### src/rtl/sdram_arb_pkg.sv
// rtl/sdram_arb_pkg.sv - shared types for the SDRAM round-robin arbiter
package sdram_arb_pkg;

    localparam int CORE_DATA_W = 32;

    typedef enum logic {
        ARB   = 1'b0,
        ISSUE = 1'b1
    } arb_state_t;

    typedef struct packed {
        logic [3:0]             wr;
        logic                   rd;
        logic [7:0]             len;
        logic [31:0]            addr;
        logic [CORE_DATA_W-1:0] wdata;
    } cmd_t;

    typedef struct packed {
        logic                   ack;
        logic                   error;
        logic [CORE_DATA_W-1:0] rdata;
    } rsp_t;

endpackage

### src/rtl/sdram_rr_arb_if.sv
// rtl/sdram_rr_arb_if.sv - master-side and core-side signal bundle of the arbiter
interface sdram_rr_arb_if #(
    parameter int NUM_PORTS       = 4,
    parameter int MAX_OUTSTANDING = 4
);
    localparam int CNT_W = $clog2(MAX_OUTSTANDING) + 1;

    logic [NUM_PORTS*4-1:0]  port_wr_i;
    logic [NUM_PORTS-1:0]    port_rd_i;
    logic [NUM_PORTS*8-1:0]  port_len_i;
    logic [NUM_PORTS*32-1:0] port_addr_i;
    logic [NUM_PORTS*32-1:0] port_write_data_i;
    logic [NUM_PORTS-1:0]    port_accept_o;
    logic [NUM_PORTS-1:0]    port_ack_o;
    logic [NUM_PORTS-1:0]    port_error_o;
    logic [NUM_PORTS*32-1:0] port_read_data_o;
    logic [3:0]              core_wr_o;
    logic                    core_rd_o;
    logic [7:0]              core_len_o;
    logic [31:0]             core_addr_o;
    logic [31:0]             core_write_data_o;
    logic                    core_accept_i;
    logic                    core_ack_i;
    logic                    core_error_i;
    logic [31:0]             core_read_data_i;
    logic                    protocol_err_o;
    logic [CNT_W-1:0]        owner_count;

    modport slave (
        input  port_wr_i, port_rd_i, port_len_i, port_addr_i, port_write_data_i,
        input  core_accept_i, core_ack_i, core_error_i, core_read_data_i,
        output port_accept_o, port_ack_o, port_error_o, port_read_data_o,
        output core_wr_o, core_rd_o, core_len_o, core_addr_o, core_write_data_o,
        output protocol_err_o, owner_count
    );

    modport master (
        output port_wr_i, port_rd_i, port_len_i, port_addr_i, port_write_data_i,
        output core_accept_i, core_ack_i, core_error_i, core_read_data_i,
        input  port_accept_o, port_ack_o, port_error_o, port_read_data_o,
        input  core_wr_o, core_rd_o, core_len_o, core_addr_o, core_write_data_o,
        input  protocol_err_o, owner_count
    );
endinterface

### src/rtl/sdram_owner_fifo.sv
// rtl/sdram_owner_fifo.sv - in-order FIFO of port indices owning outstanding core commands
module sdram_owner_fifo #(
    parameter int DEPTH = 4,
    parameter int W     = 2,
    localparam int PTR_W = $clog2(DEPTH)
) (
    input  logic           clk,
    input  logic           rst,
    input  logic           push,
    input  logic [W-1:0]   din,
    input  logic           pop,
    output logic [W-1:0]   dout,
    output logic           full,
    output logic           empty,
    output logic [PTR_W:0] count
);
    logic [W-1:0]     mem [DEPTH];
    logic [PTR_W-1:0] wr_ptr;
    logic [PTR_W-1:0] rd_ptr;
    logic             do_push;
    logic             do_pop;

    assign full    = (count == (PTR_W+1)'(DEPTH));
    assign empty   = (count == '0);
    assign do_push = push && !full;
    assign do_pop  = pop && !empty;
    assign dout    = mem[rd_ptr];

    always_ff @(posedge clk) begin
        if (do_push) begin
            mem[wr_ptr] <= din;
        end
    end

    always_ff @(posedge clk) begin
        if (rst) begin
            wr_ptr <= '0;
            rd_ptr <= '0;
            count  <= '0;
        end else begin
            if (do_push) wr_ptr <= wr_ptr + 1'b1;
            if (do_pop)  rd_ptr <= rd_ptr + 1'b1;
            case ({do_push, do_pop})
                2'b10:   count <= count + 1'b1;
                2'b01:   count <= count - 1'b1;
                default: count <= count;
            endcase
        end
    end
endmodule

### src/rtl/sdram_rr_arb.sv
// rtl/sdram_rr_arb.sv - round-robin arbiter sharing one sdram_core_32bit among N masters
module sdram_rr_arb
    import sdram_arb_pkg::*;
#(
    parameter int NUM_PORTS       = 4,
    parameter int MAX_OUTSTANDING = 4,
    parameter int IDX_W           = $clog2(NUM_PORTS)
) (
    input logic           clk_i,
    input logic           rst_i,
    sdram_rr_arb_if.slave bus
);
    arb_state_t                state, state_n;
    logic [IDX_W-1:0]          grant_idx, grant_n, last_idx, last_n;
    logic [IDX_W-1:0]          sel_idx, head;
    logic                      sel_found, push, pop, full, empty, perr;
    logic [NUM_PORTS-1:0]      req, accept, ack, err;
    logic [NUM_PORTS*32-1:0]   rdata;
    cmd_t                      port_cmd [NUM_PORTS];
    cmd_t                      core_cmd;
    rsp_t                      core_rsp;

    for (genvar p = 0; p < NUM_PORTS; p++) begin : g_port
        assign port_cmd[p] = {bus.port_wr_i[4*p +: 4], bus.port_rd_i[p], bus.port_len_i[8*p +: 8],
                              bus.port_addr_i[32*p +: 32], bus.port_write_data_i[32*p +: 32]};
        assign req[p]      = (|bus.port_wr_i[4*p +: 4]) | bus.port_rd_i[p];
    end

    // Scan starts one past the last served port so every requester waits at most N-1 grants.
    always_comb begin
        sel_found = 1'b0;
        sel_idx   = '0;
        for (int i = 1; i <= NUM_PORTS; i++) begin
            if (!sel_found && req[IDX_W'((int'(last_idx) + i) % NUM_PORTS)]) begin
                sel_found = 1'b1;
                sel_idx   = IDX_W'((int'(last_idx) + i) % NUM_PORTS);
            end
        end
    end

    always_ff @(posedge clk_i) begin
        if (rst_i) begin
            state     <= ARB;
            grant_idx <= '0;
            last_idx  <= IDX_W'(NUM_PORTS - 1);
        end else begin
            state     <= state_n;
            grant_idx <= grant_n;
            last_idx  <= last_n;
        end
    end

    always_comb begin
        state_n  = state;
        grant_n  = grant_idx;
        last_n   = last_idx;
        core_cmd = '0;
        push     = 1'b0;
        accept   = '0;
        case (state)
            ARB: begin
                if (sel_found) begin
                    grant_n = sel_idx;
                    state_n = ISSUE;
                end
            end
            ISSUE: begin
                core_cmd = port_cmd[grant_idx];
                // A full owner FIFO has no slot to record this command's owner.
                if (full) begin
                    core_cmd.wr = '0;
                    core_cmd.rd = 1'b0;
                end
                if (bus.core_accept_i && ((|core_cmd.wr) || core_cmd.rd)) begin
                    push              = 1'b1;
                    accept[grant_idx] = 1'b1;
                    last_n            = grant_idx;
                    state_n           = ARB;
                end
            end
            default: state_n = ARB;
        endcase
    end

    sdram_owner_fifo #(
        .DEPTH (MAX_OUTSTANDING),
        .W     (IDX_W)
    ) u_owner_fifo (
        .clk   (clk_i),
        .rst   (rst_i),
        .push  (push),
        .din   (grant_idx),
        .pop   (pop),
        .dout  (head),
        .full  (full),
        .empty (empty),
        .count (bus.owner_count)
    );

    assign core_rsp = '{ack: bus.core_ack_i, error: bus.core_error_i, rdata: bus.core_read_data_i};
    assign pop      = core_rsp.ack && !empty;

    always_comb begin
        ack   = '0;
        err   = '0;
        rdata = '0;
        if (pop) begin
            ack[head] = 1'b1;
            err[head] = core_rsp.error;
            rdata[CORE_DATA_W*int'(head) +: CORE_DATA_W] = core_rsp.rdata;
        end
    end

    always_ff @(posedge clk_i) begin
        if (rst_i) begin
            perr <= 1'b0;
        end else if (core_rsp.ack && empty) begin
            perr <= 1'b1;
        end
    end

    assign bus.port_accept_o     = accept;
    assign bus.port_ack_o        = ack;
    assign bus.port_error_o      = err;
    assign bus.port_read_data_o  = rdata;
    assign bus.core_wr_o         = core_cmd.wr;
    assign bus.core_rd_o         = core_cmd.rd;
    assign bus.core_len_o        = core_cmd.len;
    assign bus.core_addr_o       = core_cmd.addr;
    assign bus.core_write_data_o = core_cmd.wdata;
    assign bus.protocol_err_o    = perr;
endmodule

### src/flat_wrapper.sv
// flat-port wrapper written by rule: the top's interface ports become plain ports
module sdram_rr_arb_flat import sdram_arb_pkg::*;
#(
    parameter int NUM_PORTS       = 4,
    parameter int MAX_OUTSTANDING = 4,
    parameter int IDX_W           = $clog2(NUM_PORTS)
)
  (clk_i, rst_i, bus_port_wr_i, bus_port_rd_i, bus_port_len_i, bus_port_addr_i, bus_port_write_data_i, bus_core_accept_i, bus_core_ack_i, bus_core_error_i, bus_core_read_data_i, bus_port_accept_o, bus_port_ack_o, bus_port_error_o, bus_port_read_data_o, bus_core_wr_o, bus_core_rd_o, bus_core_len_o, bus_core_addr_o, bus_core_write_data_o, bus_protocol_err_o, bus_owner_count);
  sdram_rr_arb_if #(.NUM_PORTS(NUM_PORTS), .MAX_OUTSTANDING(MAX_OUTSTANDING)) bus_i ();
  input logic clk_i;
  input logic rst_i;
  input wire logic [$bits(bus_i.port_wr_i)-1:0] bus_port_wr_i;
  input wire logic [$bits(bus_i.port_rd_i)-1:0] bus_port_rd_i;
  input wire logic [$bits(bus_i.port_len_i)-1:0] bus_port_len_i;
  input wire logic [$bits(bus_i.port_addr_i)-1:0] bus_port_addr_i;
  input wire logic [$bits(bus_i.port_write_data_i)-1:0] bus_port_write_data_i;
  input wire logic [$bits(bus_i.core_accept_i)-1:0] bus_core_accept_i;
  input wire logic [$bits(bus_i.core_ack_i)-1:0] bus_core_ack_i;
  input wire logic [$bits(bus_i.core_error_i)-1:0] bus_core_error_i;
  input wire logic [$bits(bus_i.core_read_data_i)-1:0] bus_core_read_data_i;
  output wire logic [$bits(bus_i.port_accept_o)-1:0] bus_port_accept_o;
  output wire logic [$bits(bus_i.port_ack_o)-1:0] bus_port_ack_o;
  output wire logic [$bits(bus_i.port_error_o)-1:0] bus_port_error_o;
  output wire logic [$bits(bus_i.port_read_data_o)-1:0] bus_port_read_data_o;
  output wire logic [$bits(bus_i.core_wr_o)-1:0] bus_core_wr_o;
  output wire logic [$bits(bus_i.core_rd_o)-1:0] bus_core_rd_o;
  output wire logic [$bits(bus_i.core_len_o)-1:0] bus_core_len_o;
  output wire logic [$bits(bus_i.core_addr_o)-1:0] bus_core_addr_o;
  output wire logic [$bits(bus_i.core_write_data_o)-1:0] bus_core_write_data_o;
  output wire logic [$bits(bus_i.protocol_err_o)-1:0] bus_protocol_err_o;
  output wire logic [$bits(bus_i.owner_count)-1:0] bus_owner_count;
  assign bus_i.port_wr_i = bus_port_wr_i;
  assign bus_i.port_rd_i = bus_port_rd_i;
  assign bus_i.port_len_i = bus_port_len_i;
  assign bus_i.port_addr_i = bus_port_addr_i;
  assign bus_i.port_write_data_i = bus_port_write_data_i;
  assign bus_i.core_accept_i = bus_core_accept_i;
  assign bus_i.core_ack_i = bus_core_ack_i;
  assign bus_i.core_error_i = bus_core_error_i;
  assign bus_i.core_read_data_i = bus_core_read_data_i;
  assign bus_port_accept_o = bus_i.port_accept_o;
  assign bus_port_ack_o = bus_i.port_ack_o;
  assign bus_port_error_o = bus_i.port_error_o;
  assign bus_port_read_data_o = bus_i.port_read_data_o;
  assign bus_core_wr_o = bus_i.core_wr_o;
  assign bus_core_rd_o = bus_i.core_rd_o;
  assign bus_core_len_o = bus_i.core_len_o;
  assign bus_core_addr_o = bus_i.core_addr_o;
  assign bus_core_write_data_o = bus_i.core_write_data_o;
  assign bus_protocol_err_o = bus_i.protocol_err_o;
  assign bus_owner_count = bus_i.owner_count;
  sdram_rr_arb #(.NUM_PORTS(NUM_PORTS), .MAX_OUTSTANDING(MAX_OUTSTANDING), .IDX_W(IDX_W)) u_core (.clk_i(clk_i), .rst_i(rst_i), .bus(bus_i));
endmodule
### config.mk
export PLATFORM = sky130hd
export DESIGN_NAME = sdram_rr_arb_flat
export DESIGN_NICKNAME = d
export VERILOG_FILES = /design/src/rtl/sdram_arb_pkg.sv /design/src/rtl/sdram_rr_arb_if.sv /design/src/rtl/sdram_owner_fifo.sv /design/src/rtl/sdram_rr_arb.sv /design/src/flat_wrapper.sv
export SDC_FILE = /design/constraint.sdc
export NUM_CORES = 1
export LEC_CHECK = 0
export BUFFER_PORTS_ARGS = -buffer_cell sky130_fd_sc_hd__buf_4
export CAP_MARGIN = 0
export CORE_AREA = 3 3 218 220
export CTS_CLUSTER_DIAMETER = 150
export DETAILED_ROUTE_END_ITERATION = 8
export DIE_AREA = 0 0 221 223
export PLACE_DENSITY = 0.43
export SLEW_MARGIN = 20
export SYNTH_ARGS = -nofsm -noshare
export SYNTH_HDL_FRONTEND = slang
export SYNTH_SLANG_ARGS = --single-unit
### constraint.sdc
create_clock -name clk_i -period 4.65 [get_ports clk_i]
set_clock_uncertainty 0.15 [all_clocks]
set_input_delay 0.93 -clock clk_i [delete_from_list [all_inputs] [get_ports clk_i]]
set_output_delay 0.93 -clock clk_i [all_outputs]
set_load 0.02 [all_outputs]
==> metrics <==
status complete, no violations; initial antenna violation count 5; hold-fix buffers at CTS 0; critical path endpoint category primary output; clock sinks 23; initial cell density of the core 9.78%; Period minus WS final 3960 ps; Port-buffer cells 565; crit path kind input pin to primary output; grt ovf 0; final setup vio count 0; post-DP HPWL 25.8 mm; Clock Root Buffer clkbuf_16; core area 0.0455 sq mm; Post-Synth Adder-Cell Area 3.26%; FF/Latch Area 549 sq um; detailed-route DRC error count 0; Worst-Margin Slew 723 ps; antenna viol nets, final 0; share of cells above drive strength 1 67.3%; drt via density 3.69; Die Ht 223 um; Worst Setup Start Kind input pin; Max VDD drop 0.0956 mV; CP Max Fanout 7; largest net degree at the start of global routing 83; fillers 5,052; Compound-Gate Fraction of Synth Area 2.48%; TritonCTS clock tree built; Worst Setup SP bus_port_wr_i[5]; routed via count 5,838; commonest non-fill, non-tap cell in the layout buf_4; mapped cell area 0.00445 sq mm; drt initial violations 135; clock slew at reported path FFs 60 ps; global-route usage over all layers 11.1%; Hold Path Class register to register; xor/xnor cell area share of the yosys netlist 0.985%; PnR Total Power 1.61 mW; DIE AREA 0.0493 sq mm; number of synthesized register bits 23; worst r2r dst u_core.u_owner_fifo.count[2]; CTS Buffer Depth 2; cells after synthesis 446; first-pass iteration count of the detailed router 4; synth warn 0; area of the multi-input gates 0.00370 sq mm; async set-reset flop share out of synthesis 0%; r2r worst-path depth 10; predominant post-synthesis flop cell dfxtp_1; post-synthesis simple-gate area fraction 35.8%; Nets 1,340; post-synthesis sequential area ratio 12.2%; CP arrival 2880 ps; worst skew pair latency 250 ps; Post-CTS Setup Bufs 0; mux contribution to synthesized area 40.5%; vias in the first global route 6,280; ant diodes 0; gpl congestion 0.867; placed cell area 0.00936 sq mm; crit share post-route 85.1%; total CTS buffers 3; CTS H-Tree Depth 1; flop2flop setup slack 1060 ps; Achievable Freq 253 MHz; Std-Cell Rows 78; synth unique cells 39; relative slew slack 51.8%; width of the die 221 um; TNS Setup 0 ps; Layout area overhead 112%; commonest cells after routing, fill and taps aside 573 x buf_4, 213 x and2_1, 78 x mux4_2; WP data required 3570 ps; # IOs 566; Hold Fails Final Rpt 0; Setup crit end bus_port_accept_o[1]; syn_area_per_cell 9.97 sq um; CTS resizes 0; final max-slew violation count 0; post-DR wirelength/cell 18.5 um; main combinational cell family by area after synthesis multiplexers; RSZ-0062 raised after global routing no; number of synthesized flops with an enable pin 8; final wirelength 29.3 mm; maxcap violations 0; final instance area 0.00944 sq mm; Syn Nets 802; first-pass GRT wire length 41.8 mm; Pwr Density 171 mW/mm^2; Reg2Reg Launch Point u_core.grant_idx[1]; leakage power 4.42 nW
[worst max-delay path: stages]
cell	delay, ps
buf_4	110
mux4_1	510
or3_1	390
o311a_1	410
inv_1	240
nor3b_1	90
buf_4	190
[cell usage after synthesis, drive strengths merged (2+ instances only)]
master	n	area (sq um)
nor2	16	60.1
nor2b	2	12.5
and2	213	1330
nand2	5	18.8
dfxtp	15	300
and3	5	31.3
o32ai	2	17.5
nor3	3	15.0
a31oi	2	12.5
inv	9	33.8
buf	11	65.1
nor3b	4	30.0
mux2i	2	20.0
edfxtp	8	240
or4	4	30.0
clkbuf	30	113
a21oi	4	20.0
xor2	3	26.3
ha	10	125
mux4	79	1780
nand2b	2	12.5
or3	2	12.5
xnor2	2	17.5
[registers in the layout, summed over array words and instances, names as in the netlist, named ones only]
name                        cells
u_core.last_idx                 2
u_core.bus.protocol_err_o       1
u_core.grant_idx                2
u_core.state                    1
u_core.u_owner_fifo.count       3
u_core.u_owner_fifo.wr_ptr      2
u_core.u_owner_fifo.mem         8
u_core.u_owner_fifo.rd_ptr      2
[kinds of logic (layout without fill, tap and decap cells)]
| kind of cell | count (synthesis) | count (layout) |
|---|---|---|
| DFF | 23 | 23 |
| xor gates and xnor gates | 5 | 5 |
| and+or+nand+nor | 261 | 261 |
| AOI/OAI and AO/OA | 15 | 15 |
| adders and majority gates | 11 | 11 |
| buffers and inverters | 50 | 587 |
| muxes | 81 | 81 |
[routing by layer]
layer | wire, um | track usage, %
met1 | 10100 | 11.8
met2 | 15700 | 21.6
met3 | 2940 | 3.54
met4 | 572 | 2.12
met5 | 0 | 0
[stage by stage]
stage	setup slack [ps]	std cells	util [%]	hold slack (ps)
floorplan	942	446	-	308
global placement	555	1579	20.6	310
detailed placement	543	1579	20.6	321
CTS	677	1583	20.8	339
global route	592	1583	20.8	368
finish	693	1583	20.8	326
[how the worst min path moves through the flow]
| stage | from | to | slack [ps] | depth (start not counted) |
|---|---|---|---|---|
| 2_1_floorplan | u_core.grant_idx[1] | u_core.u_owner_fifo.mem[0][1] | 310 | 0 |
| 3_3_place_gp | u_core.bus.protocol_err_o | u_core.bus.protocol_err_o | 310 | 2 |
| 3_5_place_dp | u_core.bus.protocol_err_o | u_core.bus.protocol_err_o | 320 | 2 |
| 4_1_cts | u_core.bus.protocol_err_o | u_core.bus.protocol_err_o | 340 | 2 |
| 5_1_grt | u_core.bus.protocol_err_o | u_core.bus.protocol_err_o | 370 | 2 |
| 6_report | u_core.bus.protocol_err_o | u_core.bus.protocol_err_o | 330 | 2 |
[where the power goes]
| group | internal [mW] | switching (mW) | total [mW] | leakage [nW] |
|---|---|---|---|---|
| Combinational | 0.608 | 0.528 | 1.14 | 4.18 |
| Clock | 0.115 | 0.0660 | 0.181 | 0.0409 |
| Sequential | 0.240 | 0.0523 | 0.292 | 0.199 |
| Total | 0.963 | 0.646 | 1.61 | 4.42 |
[layout make-up]
cell class | count | area share, %
repair buffers | 574 | 45.8
multi-input cells | 373 | 39.2
well taps | 600 | 7.95
flip-flops and latches | 23 | 5.82
clock buffers | 3 | 0.795
inverters | 9 | 0.358
clock inverters | 1 | 0.0530
Note: power is estimated with default switching activity, not from simulation.
